$ cat src/rtl/booth_mul_8bit_pkg.sv
// Shared types for the radix-2 Booth multiplier.
// FSM states, Booth op decode and default width.
package booth_mul_pkg;

  localparam int W_DEF = 8;

  typedef enum logic [1:0] {
    IDLE,
    RUN,
    DONE
  } state_t;

  typedef enum logic [1:0] {
    NOP,
    ADD,
    SUB
  } op_t;

  function automatic op_t booth_decode(
    input logic q0,
    input logic q1
  );
    op_t op;
    unique case (1'b1)
      (!q0 && q1): op = ADD;
      (q0 && !q1): op = SUB;
      default:     op = NOP;
    endcase
    return op;
  endfunction

endpackage

$ cat src/rtl/booth_mul_8bit_if.sv
// Operand/product handshake bundle for booth_mul_8bit.
// master drives operands and out_ready; slave is the multiplier.
interface booth_mul_8bit_if #(
  parameter int W = booth_mul_pkg::W_DEF
);

  logic           in_valid;
  logic           in_ready;
  logic [W-1:0]   x;
  logic [W-1:0]   y;
  logic           out_valid;
  logic           out_ready;
  logic [2*W-1:0] p;
  logic           busy;

  modport master (
    output in_valid,
    output x,
    output y,
    output out_ready,
    input  in_ready,
    input  out_valid,
    input  p,
    input  busy
  );

  modport slave (
    input  in_valid,
    input  x,
    input  y,
    input  out_ready,
    output in_ready,
    output out_valid,
    output p,
    output busy
  );

endinterface

$ cat src/rtl/booth_mul_8bit_step.sv
// One Booth iteration: (W+1)-bit ripple add/sub of sext(M)
// followed by an arithmetic right shift of {A,Q,q_1}.
module booth_step
  import booth_mul_pkg::*;
#(
  parameter int W = W_DEF
) (
  input  logic [W:0]   a,
  input  logic [W-1:0] q,
  input  logic         q_1,
  input  logic [W-1:0] m,
  output logic [W:0]   a_n,
  output logic [W-1:0] q_n,
  output logic         q_1_n
);

  op_t        op;
  logic [W:0] ms;
  logic [W:0] opnd;
  logic       sub;
  logic [W:0] sum;

  assign ms = {m[W-1], m};

  always_comb begin
    op   = booth_decode(q[0], q_1);
    sub  = 1'b0;
    opnd = '0;
    unique case (op)
      ADD: begin
        opnd = ms;
      end
      SUB: begin
        opnd = ~ms;
        sub  = 1'b1;
      end
      default: begin
        opnd = '0;
      end
    endcase
    // carry out of the top bit is dropped
    sum = a + opnd + {{W{1'b0}}, sub};
  end

  assign {a_n, q_n, q_1_n} = {sum[W], sum, q};

endmodule

$ cat src/rtl/booth_mul_8bit.sv
// Sequential radix-2 Booth signed multiplier, W steps per product.
// BOOTH_ZERO_SKIP_EN: zero operands bypass RUN and return p=0.
module booth_mul_8bit
  import booth_mul_pkg::*;
#(
  parameter int W = W_DEF
) (
  input logic             clk,
  input logic             rst,
  booth_mul_8bit_if.slave bus
);

  localparam int CW = $clog2(W + 1);

  state_t         state;
  logic [W:0]     a;
  logic [W-1:0]   q;
  logic           q_1;
  logic [W-1:0]   m;
  logic [CW-1:0]  cnt;
  logic           out_valid;
  logic [2*W-1:0] p;

  logic [W:0]     a_n;
  logic [W-1:0]   q_n;
  logic           q_1_n;

  booth_step #(.W(W)) u_step (
    .a     (a),
    .q     (q),
    .q_1   (q_1),
    .m     (m),
    .a_n   (a_n),
    .q_n   (q_n),
    .q_1_n (q_1_n)
  );

  always_ff @(posedge clk) begin
    if (rst) begin
      state     <= IDLE;
      a         <= '0;
      q         <= '0;
      q_1       <= 1'b0;
      m         <= '0;
      cnt       <= '0;
      out_valid <= 1'b0;
      p         <= '0;
    end else begin
      unique case (state)
        IDLE: begin
          if (bus.in_valid) begin
            m     <= bus.x;
            q     <= bus.y;
            a     <= '0;
            q_1   <= 1'b0;
            cnt   <= CW'(W);
            state <= RUN;
`ifdef BOOTH_ZERO_SKIP_EN
            if (bus.x == '0 || bus.y == '0) begin
              p     <= '0;
              cnt   <= '0;
              state <= DONE;
            end
`endif
          end
        end
        RUN: begin
          if (cnt != '0) begin
            a   <= a_n;
            q   <= q_n;
            q_1 <= q_1_n;
            cnt <= cnt - CW'(1);
          end else begin
            p         <= {a[W-1:0], q};
            out_valid <= 1'b1;
            state     <= DONE;
          end
        end
        DONE: begin
          // zero-skip arrives with out_valid still low
          if (!out_valid) begin
            out_valid <= 1'b1;
          end else if (bus.out_ready) begin
            out_valid <= 1'b0;
            state     <= IDLE;
          end
        end
        default: begin
          state <= IDLE;
        end
      endcase
    end
  end

  assign bus.in_ready  = (state == IDLE);
  assign bus.busy      = (state == RUN);
  assign bus.out_valid = out_valid;
  assign bus.p         = p;

endmodule
$ cat src/flat_wrapper.sv
// flat-port wrapper written by rule: the top's interface ports become plain ports
module booth_mul_8bit_flat import booth_mul_pkg::*;
#(
  parameter int W = W_DEF
)
  (clk, rst, bus_in_valid, bus_x, bus_y, bus_out_ready, bus_in_ready, bus_out_valid, bus_p, bus_busy);
  booth_mul_8bit_if #(.W(W)) bus_i ();
  input logic clk;
  input logic rst;
  input wire logic [$bits(bus_i.in_valid)-1:0] bus_in_valid;
  input wire logic [$bits(bus_i.x)-1:0] bus_x;
  input wire logic [$bits(bus_i.y)-1:0] bus_y;
  input wire logic [$bits(bus_i.out_ready)-1:0] bus_out_ready;
  output wire logic [$bits(bus_i.in_ready)-1:0] bus_in_ready;
  output wire logic [$bits(bus_i.out_valid)-1:0] bus_out_valid;
  output wire logic [$bits(bus_i.p)-1:0] bus_p;
  output wire logic [$bits(bus_i.busy)-1:0] bus_busy;
  assign bus_i.in_valid = bus_in_valid;
  assign bus_i.x = bus_x;
  assign bus_i.y = bus_y;
  assign bus_i.out_ready = bus_out_ready;
  assign bus_in_ready = bus_i.in_ready;
  assign bus_out_valid = bus_i.out_valid;
  assign bus_p = bus_i.p;
  assign bus_busy = bus_i.busy;
  booth_mul_8bit #(.W(W)) u_core (.clk(clk), .rst(rst), .bus(bus_i));
endmodule
$ cat config.mk
export PLATFORM = sky130hd
export DESIGN_NAME = booth_mul_8bit_flat
export DESIGN_NICKNAME = d
export VERILOG_FILES = /design/src/rtl/booth_mul_8bit_pkg.sv /design/src/rtl/booth_mul_8bit_if.sv /design/src/rtl/booth_mul_8bit_step.sv /design/src/rtl/booth_mul_8bit.sv /design/src/flat_wrapper.sv
export SDC_FILE = /design/constraint.sdc
export NUM_CORES = 1
export LEC_CHECK = 0
export ABC_AREA = 0
export BUFFER_PORTS_ARGS = -buffer_cell sky130_fd_sc_hd__buf_2
export CORE_ASPECT_RATIO = 1.25
export CORE_UTILIZATION = 46
export DETAILED_ROUTE_END_ITERATION = 10
export GPL_TIMING_DRIVEN = 0
export HOLD_SLACK_MARGIN = 0.05
export MAX_ROUTING_LAYER = met4
export PLACE_DENSITY = 0.67
export SETUP_SLACK_MARGIN = 0.02
export SYNTH_ARGS = -nofsm -noshare
export SYNTH_HDL_FRONTEND = slang
export SYNTH_SLANG_ARGS = --single-unit
$ cat constraint.sdc
create_clock -name clk -period 4.7 [get_ports clk]
set_clock_uncertainty 0.2 [all_clocks]
set_input_delay 1.175 -clock clk [delete_from_list [all_inputs] [get_ports clk]]
set_output_delay 1.175 -clock clk [all_outputs]
set_load 0.02 [all_outputs]
Yosys cells after proc, flatten, opt, wreduce, memory -nomap -nowiden
Index checks and enable logic that the tools add are counted.
- register bits after elaboration: 49
- input bits: 20
- output and inout bits: 19
- word-level logic and storage cells: 59
- multiplexer cells: 24
- add/sub/neg operators: 3
- eq/ne operators: 9
- reduce and logical (&&, ||, !) cells: 13
- bitwise operators: 2
- operators with widths (cell ; number):
    9-bit case mux with 2 select lines ; 2
    9-bit 2-to-1 mux ; 2
    8-bit 2-to-1 mux ; 2
    8-bit case mux with 2 select lines ; 1
    9-bit by 1-bit adder with 9-bit output ; 1
    9-bit adder ; 1
    9-bit NOT ; 1
    2-bit 2-to-1 mux ; 4
    4-bit 2-to-1 mux ; 2
    4-bit case mux with 2 select lines ; 1
    1-bit 2-to-1 mux ; 6
    2-bit != test, second input constant ; 3
    2-bit case mux with 3 select lines ; 1
    2-bit AND reduction ; 3
    2-bit by 1-bit equality test with 1-bit output, second input constant ; 2
    2-bit equality test, second input constant ; 2
    2-bit by 1-bit != test with 1-bit output, second input constant ; 2
    1-bit case mux with 2 select lines ; 2
    2-bit case mux with 2 select lines ; 1
    4-bit AND reduction ; 1
    2-bit nonzero test ; 2
    4-bit nonzero test ; 1
    4-bit by 1-bit subtractor with 4-bit output, second input constant ; 1
    3-bit AND reduction ; 1
    4 further kinds ; 6

Longest topological paths before layout
Gate-level depths: netlist (run 1).
- word-level depth: 9
- gate-level depth with buffers: 10

By module
A second synthesis (run 1) with hierarchy kept.
- cells, all modules: 310
- area, all modules: 2620.0 sq um
- by module, submodules not included (module ; cells each ; times used ; area an instance (sq um) ; sequential area each (sq um)):
    booth_mul_8bit ; 241 ; 1 ; 2082.0 ; 980.9
    booth_step ; 69 ; 1 ; 538.0 ; 0.0

Least setup slack after synthesis (run 1)
OpenSTA, ideal clock, no wires.
- path type: register -> register
- start point: reg u_core.q_1
- end point: reg u_core.a[3]
- buffers on the path: 1
- setup time: 71 ps
- data required time: 4429 ps
- arrival time: 2197 ps
- path slack: 2232 ps
- clock period less this slack: 2468 ps
- cell stages (with the launch flop): 10
- cell sequence: dfxtp_1 > nor2b_1 > clkbuf_1 > a21oi_1 > fa_1 > fa_1 > nor2b_1 > o21ai_0 > a211o_1 > a21oi_1
- word-level cells in the longest chain between the ends: 9
- elaborated cells on any way between the ends: 12
- classes of those cells: add/sub (2); eq/ne (2); mux (5); reduce/logical (3)
- ends and longest elaborated chain (element ; line ; RTL):
    start: declaration ; booth_mul_8bit.sv:18 ; logic q_1;
    start signal: assignment ; booth_mul_8bit.sv:71 ; q_1 <= q_1_n;
    1-bit zero test ; booth_mul_8bit_pkg.sv:26 ; (q0 && !q1): op = SUB;
    1-bit logical AND ; booth_mul_8bit_pkg.sv:26 ;
    2-bit case mux with 2 select lines (*) ; booth_mul_8bit_pkg.sv:24 ; unique case (1'b1)
    2-bit equality test or 2-bit by 1-bit equality test with 1-bit output (tied branches) ; booth_mul_8bit_step.sv:29 ; unique case (op)
    9-bit case mux with 2 select lines ; booth_mul_8bit_step.sv:29 ;
    9-bit adder ; booth_mul_8bit_step.sv:42 ; sum = a + opnd + {{W{1'b0}}, sub};
    9-bit by 1-bit adder with 9-bit output (*) ; booth_mul_8bit_step.sv:42 ;
    9-bit 2-to-1 mux (*) ; booth_mul_8bit.sv:68 ; if (cnt != '0) begin
    9-bit case mux with 2 select lines (*) ; booth_mul_8bit.sv:49 ; unique case (state)
    end signal: assignment ; booth_mul_8bit.sv:69 ; a <= a_n;
    end: declaration ; booth_mul_8bit.sv:16 ; logic [W:0] a;
Mark *: on every way between the ends. The rest lies on a longest branch, timed or not. The select of a mux whose other input is x is not followed.
A chain may end at the register's enable or synchronous reset.

Worst setup path in the final report (run 1)
- start point: reg u_core.q_1
- end point: reg u_core.a[7]
Same word-level chain as after synthesis.

==> impl_metrics.py, run 1 <==
metrics = {
    "status": {
        "status": "completed",
    },
    "place": {
        "portBuffers": 37,
        "gp_congestion": 0.893,
        "place_ws_ns": 1.84,
        "dpl_cell_area_um2": 2690,
        "hpwl_um": 4150,
    },
    "sta": {
        "finalHoldViolCount": 0,
        "setup_viol": 0,
        "fin_hold_ws_ns": 0.252,
        "setup-tns-final_ns": 0,
        "rsz0062_at_grt": "no",
        "layout_setup_ws_ns": 1.81,
        "drv_slew": 0,
        "post-route-period-util_pct": 61.5,
        "slew_headroom_pct": 55.9,
        "worstMarginPinSlew_ns": 0.661,
        "period_minus_slack_ns": 2.89,
        "fmax_mhz": 346,
    },
    "cts": {
        "insertion_delay_ns": 0.30,
        "clockBufferDepth": 2,
        "cts_tree": "built",
        "path_clk_slew_ns": 0.08,
        "clock-root-buffer": "clkbuf_8",
        "cts_setup_buffers": 0,
        "tritoncts.num_buffers": 5,
        "cts_resized": 0,
        "cts.sinks": 48,
        "htree_levels": 2,
        "hold_buffers": 0,
    },
    "floorplanning": {
        "io_pins": 39,
        "die_x_um": 67.0,
        "row_count": 29,
        "core-area_um2": 5080,
        "initial_core_util_pct": 47.8,
        "die_area_um2": 5580,
        "die_h_um": 83.3,
    },
    "synth": {
        "synth_seq_cells": 48,
        "yosys.area.top_type": "dfxtp_1",
        "postSynthAreaPerCell_um2": 8.24,
        "syn-num-nets": 326,
        "synth-async-reset-ratio_pct": 0,
        "synth_edf_count": 0,
        "synth_cell_types": 57,
        "synth-seq-area-share_pct": 39.5,
        "yosys.area.top_type_share_pct": 39.5,
        "yosys_most_used_dff": "dfxtp_1",
        "syn-cell-area_um2": 2430,
        "ys_top_cells_by_area": "dfxtp_1 40%, nand2_1 12%, a21oi_1 7.6%",
        "yosys_warnings": 0,
        "syn_inst": 295,
    },
    "detailed_routing": {
        "first_pass_iters": 5,
        "totalWireLength_um": 5840,
        "num_vias": 2195,
        "wl_per_cell_um": 14.5,
        "detail_route.vias_per_cell": 5.46,
        "drt-initial-drc-count": 110,
        "ant_nets": 0,
        "drc": 0,
    },
    "critical_path": {
        "critical_path_class": "flop to flop",
        "critPathMaxFanout": 8,
        "cp-end-kind": "flop",
        "cp_data_arrival_time_ns": 2.85,
        "critPathLaunchType": "flop",
        "cp.required_ns": 4.67,
    },
    "global_routing": {
        "grt_max_degree": 15,
        "grt_overflow_total": 0,
        "grt_pass1_vias": 2048,
        "grt_pass1_wl_um": 9500,
        "grt_antenna_before_repair": 0,
        "grt_usage_pct": 23.4,
    },
    "power_and_ir_drop": {
        "power_w": 0.00100,
        "p_per_area_nw_per_um2": 359,
        "p_leak_nw": 1.11,
        "ir_drop_mv": 0.232,
    },
    "layout": {
        "fill_cells": 520,
        "syn_to_final_growth_pct": 14.7,
        "nets": 370,
        "num_antenna_cells": 0,
        "drive_above_1_share_pct": 20.9,
        "fin_area_um2": 2790,
    },
    "job": {
        "drv_cap": 0,
    },
    "hold_path": {
        "hp-class": "flop to flop",
    },
}
[critical path: stages (launching register included)]
cell	delay [ns]
dfxtp_1	0.37
nor2b_1	0.13
clkbuf_1	0.31
a21oi_1	0.17
fa_1	0.42
fa_1	0.41
nor2b_1	0.21
o31ai_1	0.14
a211oi_1	0.29
o22ai_1	0.11
[power by group]
group	internal, W	switching (W)
Combinational	0.000101	0.000172
Clock	0.000120	0.000141
Sequential	0.000439	0.0000270
[metal layers]
metal,track usage (%),share of wire (%),up-vias
met5,-,0,-
met4,6.77,1.4,0
met3,4.12,4.8,11
met2,40.2,52,60
met1,27.0,42,1015
li1,-,-,1109
[cells by family after synthesis]
| family | after synthesis | synth area share [%] |
|---|---|---|
| AOI/OAI and AO/OA | 75 | 20.1 |
| xor gates and xnor gates | 3 | 1.08 |
| adders and majority gates | 11 | 6.28 |
| buffers and inverters | 25 | 5.20 |
| DFF | 48 | 39.5 |
| muxes | 1 | 0.463 |
| and+or+nand+nor | 132 | 27.3 |
[final timing paths]
kind	start	to	slack, ns	depth (start not counted)
max	u_core.q_1	u_core.a[7]	1.81	9
min	u_core.bus.p[1]	u_core.bus.p[1]	0.25	2
max reg2reg	u_core.q_1	u_core.a[7]	1.81	9
min reg2reg	u_core.bus.p[1]	u_core.bus.p[1]	0.25	2
[cell usage after synthesis, types with 3 or more instances]
library cell / number
ha_1: 9
o21ai_0: 9
nor3_1: 4
inv_1: 7
nor2_1: 15
a21oi_1: 37
o211ai_1: 3
nand2_1: 76
buf_2: 5
a31oi_1: 4
nand4b_1: 4
clkbuf_1: 8
a311oi_1: 5
dfxtp_1: 48
nand3_1: 6
[layout by cell type, fill, tap and decap left out, types with 2 or more instances in the layout]
cell type	instances
inv_1	7
nand4b_1	4
dfxtp_1	48
nand3_2	2
buf_6	2
nor4b_1	2
a21oi_1	37
xor2_1	2
a211o_1	2
buf_2	42
or3b_4	2
nor3_1	4
clkbuf_1	9
o211ai_1	3
o21ai_0	9
nand3b_1	2
ha_1	9
nor2b_1	2
a311oi_2	2
a31oi_1	4
a311oi_1	5
clkbuf_8	6
nand2_1	76
nand3_1	6
o21a_1	2
nor2_2	2
or3_1	2
fa_1	2
nor2_1	15
[through the flow]
step	utilization, %	cells
global route	54.9	402
global placement	53.0	394
detailed placement	53.0	394
CTS	54.9	402
finish	54.9	402
floorplan	-	295
[registers in the layout, indices dropped and copies added, names as in the netlist]
name and flops:
u_core.bus.p 16, u_core.state 2, u_core.q_1 1, u_core.cnt 4, u_core.a 8, u_core.bus.out_valid 1, u_core.q 8, u_core.m 8
[final cells by class]
class / count / area (µm²) / share of cell area, %
Buffer: 17 / 96.3 / 3.46
Timing Repair Buffer: 37 / 185 / 6.65
Multi-Input combinational cell: 222 / 1340 / 48.2
Inverter: 8 / 30.0 / 1.08
Clock buffer: 7 / 86.3 / 3.10
Tap cell: 62 / 77.6 / 2.78
Sequential cell: 48 / 961 / 34.5
Clock inverter: 1 / 7.51 / 0.269
(Power assumes the default switching activity.)
==> run 2, diff against run 1 <==
- clock period: 4.7 -> 2.9 ns (I/O delays scaled with it)
==> impl_metrics.py, run 2 (synthesis gave the netlist of run 1 again) <==
metrics = {
    "layout": {
        "layout_commonest_cell": "nand2_1",
        "drive_above_1_share_pct": 21.8,
        "nets": 369,
        "largest_reg_flops": 16,
        "final_core_util_pct": 55.0,
        "fin_area_um2": 2790,
        "num_antenna_cells": 0,
        "fill_cells": 516,
        "final_cell_mix": "76 x nand2_1, 48 x dfxtp_1, 42 x buf_2",
        "multi_input_area_um2": 1350,
        "regArea_um2": 961,
        "top_register": "u_core.bus.p",
        "syn_to_final_growth_pct": 14.9,
    },
    "power_and_ir_drop": {
        "power_w": 0.00162,
        "p_per_area_nw_per_um2": 580,
        "p_leak_nw": 1.12,
        "ir_drop_mv": 0.377,
    },
    "global_routing": {
        "grt_usage_pct": 23.4,
        "grt_overflow_total": 0,
        "top_usage_layer": "met2",
        "grt_pass1_wl_um": 9500,
        "use_met2_pct": 40.2,
        "grt_antenna_before_repair": 0,
        "met1_usage_pct": 27.0,
        "grt_pass1_vias": 2048,
        "grt_util_met3_pct": 4.12,
        "grt_max_degree": 15,
    },
    "sta": {
        "rsz0062_at_grt": "no",
        "worstMarginPinSlew_ns": 0.680,
        "slew_headroom_pct": 54.7,
        "fmax_mhz": 370,
        "drv_slew": 0,
        "layout_setup_ws_ns": 0.201,
        "setup_viol": 0,
        "period_minus_slack_ns": 2.70,
        "setup-tns-final_ns": 0,
        "post-route-period-util_pct": 93.1,
        "finalHoldViolCount": 0,
    },
    "critical_path": {
        "critPathMaxFanout": 8,
        "worstSetupStartpoint": "u_core.q_1",
        "cp_slowest_cell": "fa_1",
        "cp_data_arrival_time_ns": 2.66,
        "path_depth": 9,
        "critical_path_class": "flop to flop",
        "cpPeakStageDelay_ns": 0.41,
        "cp-endpoint": "u_core.a[7]",
        "r2r_slack_ns": 0.20,
        "cp-end-kind": "flop",
        "path_buf_inv": 1,
        "critPathLaunchType": "flop",
        "cp.required_ns": 2.86,
        "reg2reg_from": "u_core.q_1",
        "ff2ff_path_depth": 9,
        "path_cells": "nor2b_1 -> clkbuf_2 -> a21oi_1 -> fa_1 -> fa_1 -> nor2b_1 -> o31ai_1 -> a211oi_2 -> o22ai_1",
        "r2r_end": "u_core.a[7]",
        "critical-path-top-delay-family": "adder cells",
    },
    "floorplanning": {
        "row_count": 29,
        "die_h_um": 83.3,
        "die_x_um": 67.0,
        "io_pins": 39,
        "initial_core_util_pct": 47.8,
        "core-area_um2": 5080,
        "die_area_um2": 5580,
    },
    "hold_path": {
        "hold_depth": 2,
        "hp-class": "flop to flop",
    },
    "detailed_routing": {
        "first_pass_iters": 4,
        "ant_nets": 0,
        "totalWireLength_um": 5840,
        "num_vias": 2186,
        "detail_route.vias_per_cell": 5.45,
        "drt-initial-drc-count": 122,
        "wl_per_cell_um": 14.6,
        "drc": 0,
    },
    "place": {
        "place_ws_ns": 0.0444,
        "hpwl_um": 4150,
        "gp_congestion": 0.893,
        "dpl_cell_area_um2": 2690,
        "portBuffers": 37,
    },
    "cts": {
        "cts_setup_buffers": 0,
        "htree_levels": 2,
        "path_clk_slew_ns": 0.08,
        "insertion_delay_ns": 0.30,
        "cts_tree": "built",
        "clock-root-buffer": "clkbuf_8",
        "clockBufferDepth": 2,
        "cts.sinks": 48,
        "tritoncts.num_buffers": 5,
    },
    "status": {
        "status": "completed",
    },
    "job": {
        "drv_cap": 0,
    },
}
[run 2: changes by cell type in the layout (fill, tap and decap cells not counted)]
cell | before | now
clkbuf_1 | 9 | 7
a211oi_2 | 0 | 1
nand2b_1 | 1 | 0
nand2b_2 | 0 | 1
a211oi_1 | 1 | 0
clkbuf_2 | 0 | 1
[run 2: worst register-to-register path: cells and delay by family (launching register included)]
family | cells | cell delay, ns
and+or+nand+nor | 2 | 0.35
buffers and inverters | 1 | 0.21
DFF | 1 | 0.36
AOI/OAI and AO/OA | 4 | 0.61
adders and majority gates | 2 | 0.82
[run 2: layout make-up]
type / count / share of cell area (%)
Buffer: 16 / 3.36
Clock buffer: 7 / 3.09
Clock inverter: 1 / 0.269
Inverter: 8 / 1.08
Multi-Input combinational cell: 222 / 48.4
Sequential cell: 48 / 34.4
Tap cell: 62 / 2.78
Timing Repair Buffer: 37 / 6.63
[run 2: repair_timing]
item	in CTS	in global routing
pin swaps	0	0
hold buffers	0	0
gates resized for setup	1	2
endpoints found under the setup margin	1	3
[run 2: worst min-delay path by stage]
stage / from / end / slack, ns
2_1_floorplan: u_core.a[2] / u_core.bus.p[10] / 0.24
3_3_place_gp: u_core.bus.p[0] / u_core.bus.p[0] / 0.24
3_5_place_dp: u_core.bus.p[5] / u_core.bus.p[5] / 0.24
4_1_cts: u_core.bus.p[5] / u_core.bus.p[5] / 0.26
5_1_grt: u_core.bus.p[5] / u_core.bus.p[5] / 0.28
6_report: u_core.bus.p[1] / u_core.bus.p[1] / 0.25
[run 2: through the flow]
stage                     std cells  hold WS [ns]
after CTS                       402         0.257
after detailed placement        394         0.244
final                           401         0.252
after global placement          394         0.238
after global routing            401         0.275
after floorplan                 295         0.245
[run 2: report_power, final]
group	switching (W)	total (W)	internal [W]
Sequential	0.0000443	0.000756	0.000711
Clock	0.000226	0.000421	0.000194
Combinational	0.000279	0.000443	0.000164
[run 2: metal layers]
| layer | routed length (µm) | vias up |
|---|---|---|
| met2 | 3030 | 51 |
| met1 | 2530 | 1020 |
| met3 | 218 | 7 |
| li1 | - | 1108 |
| met5 | 0 | - |
| met4 | 65 | 0 |
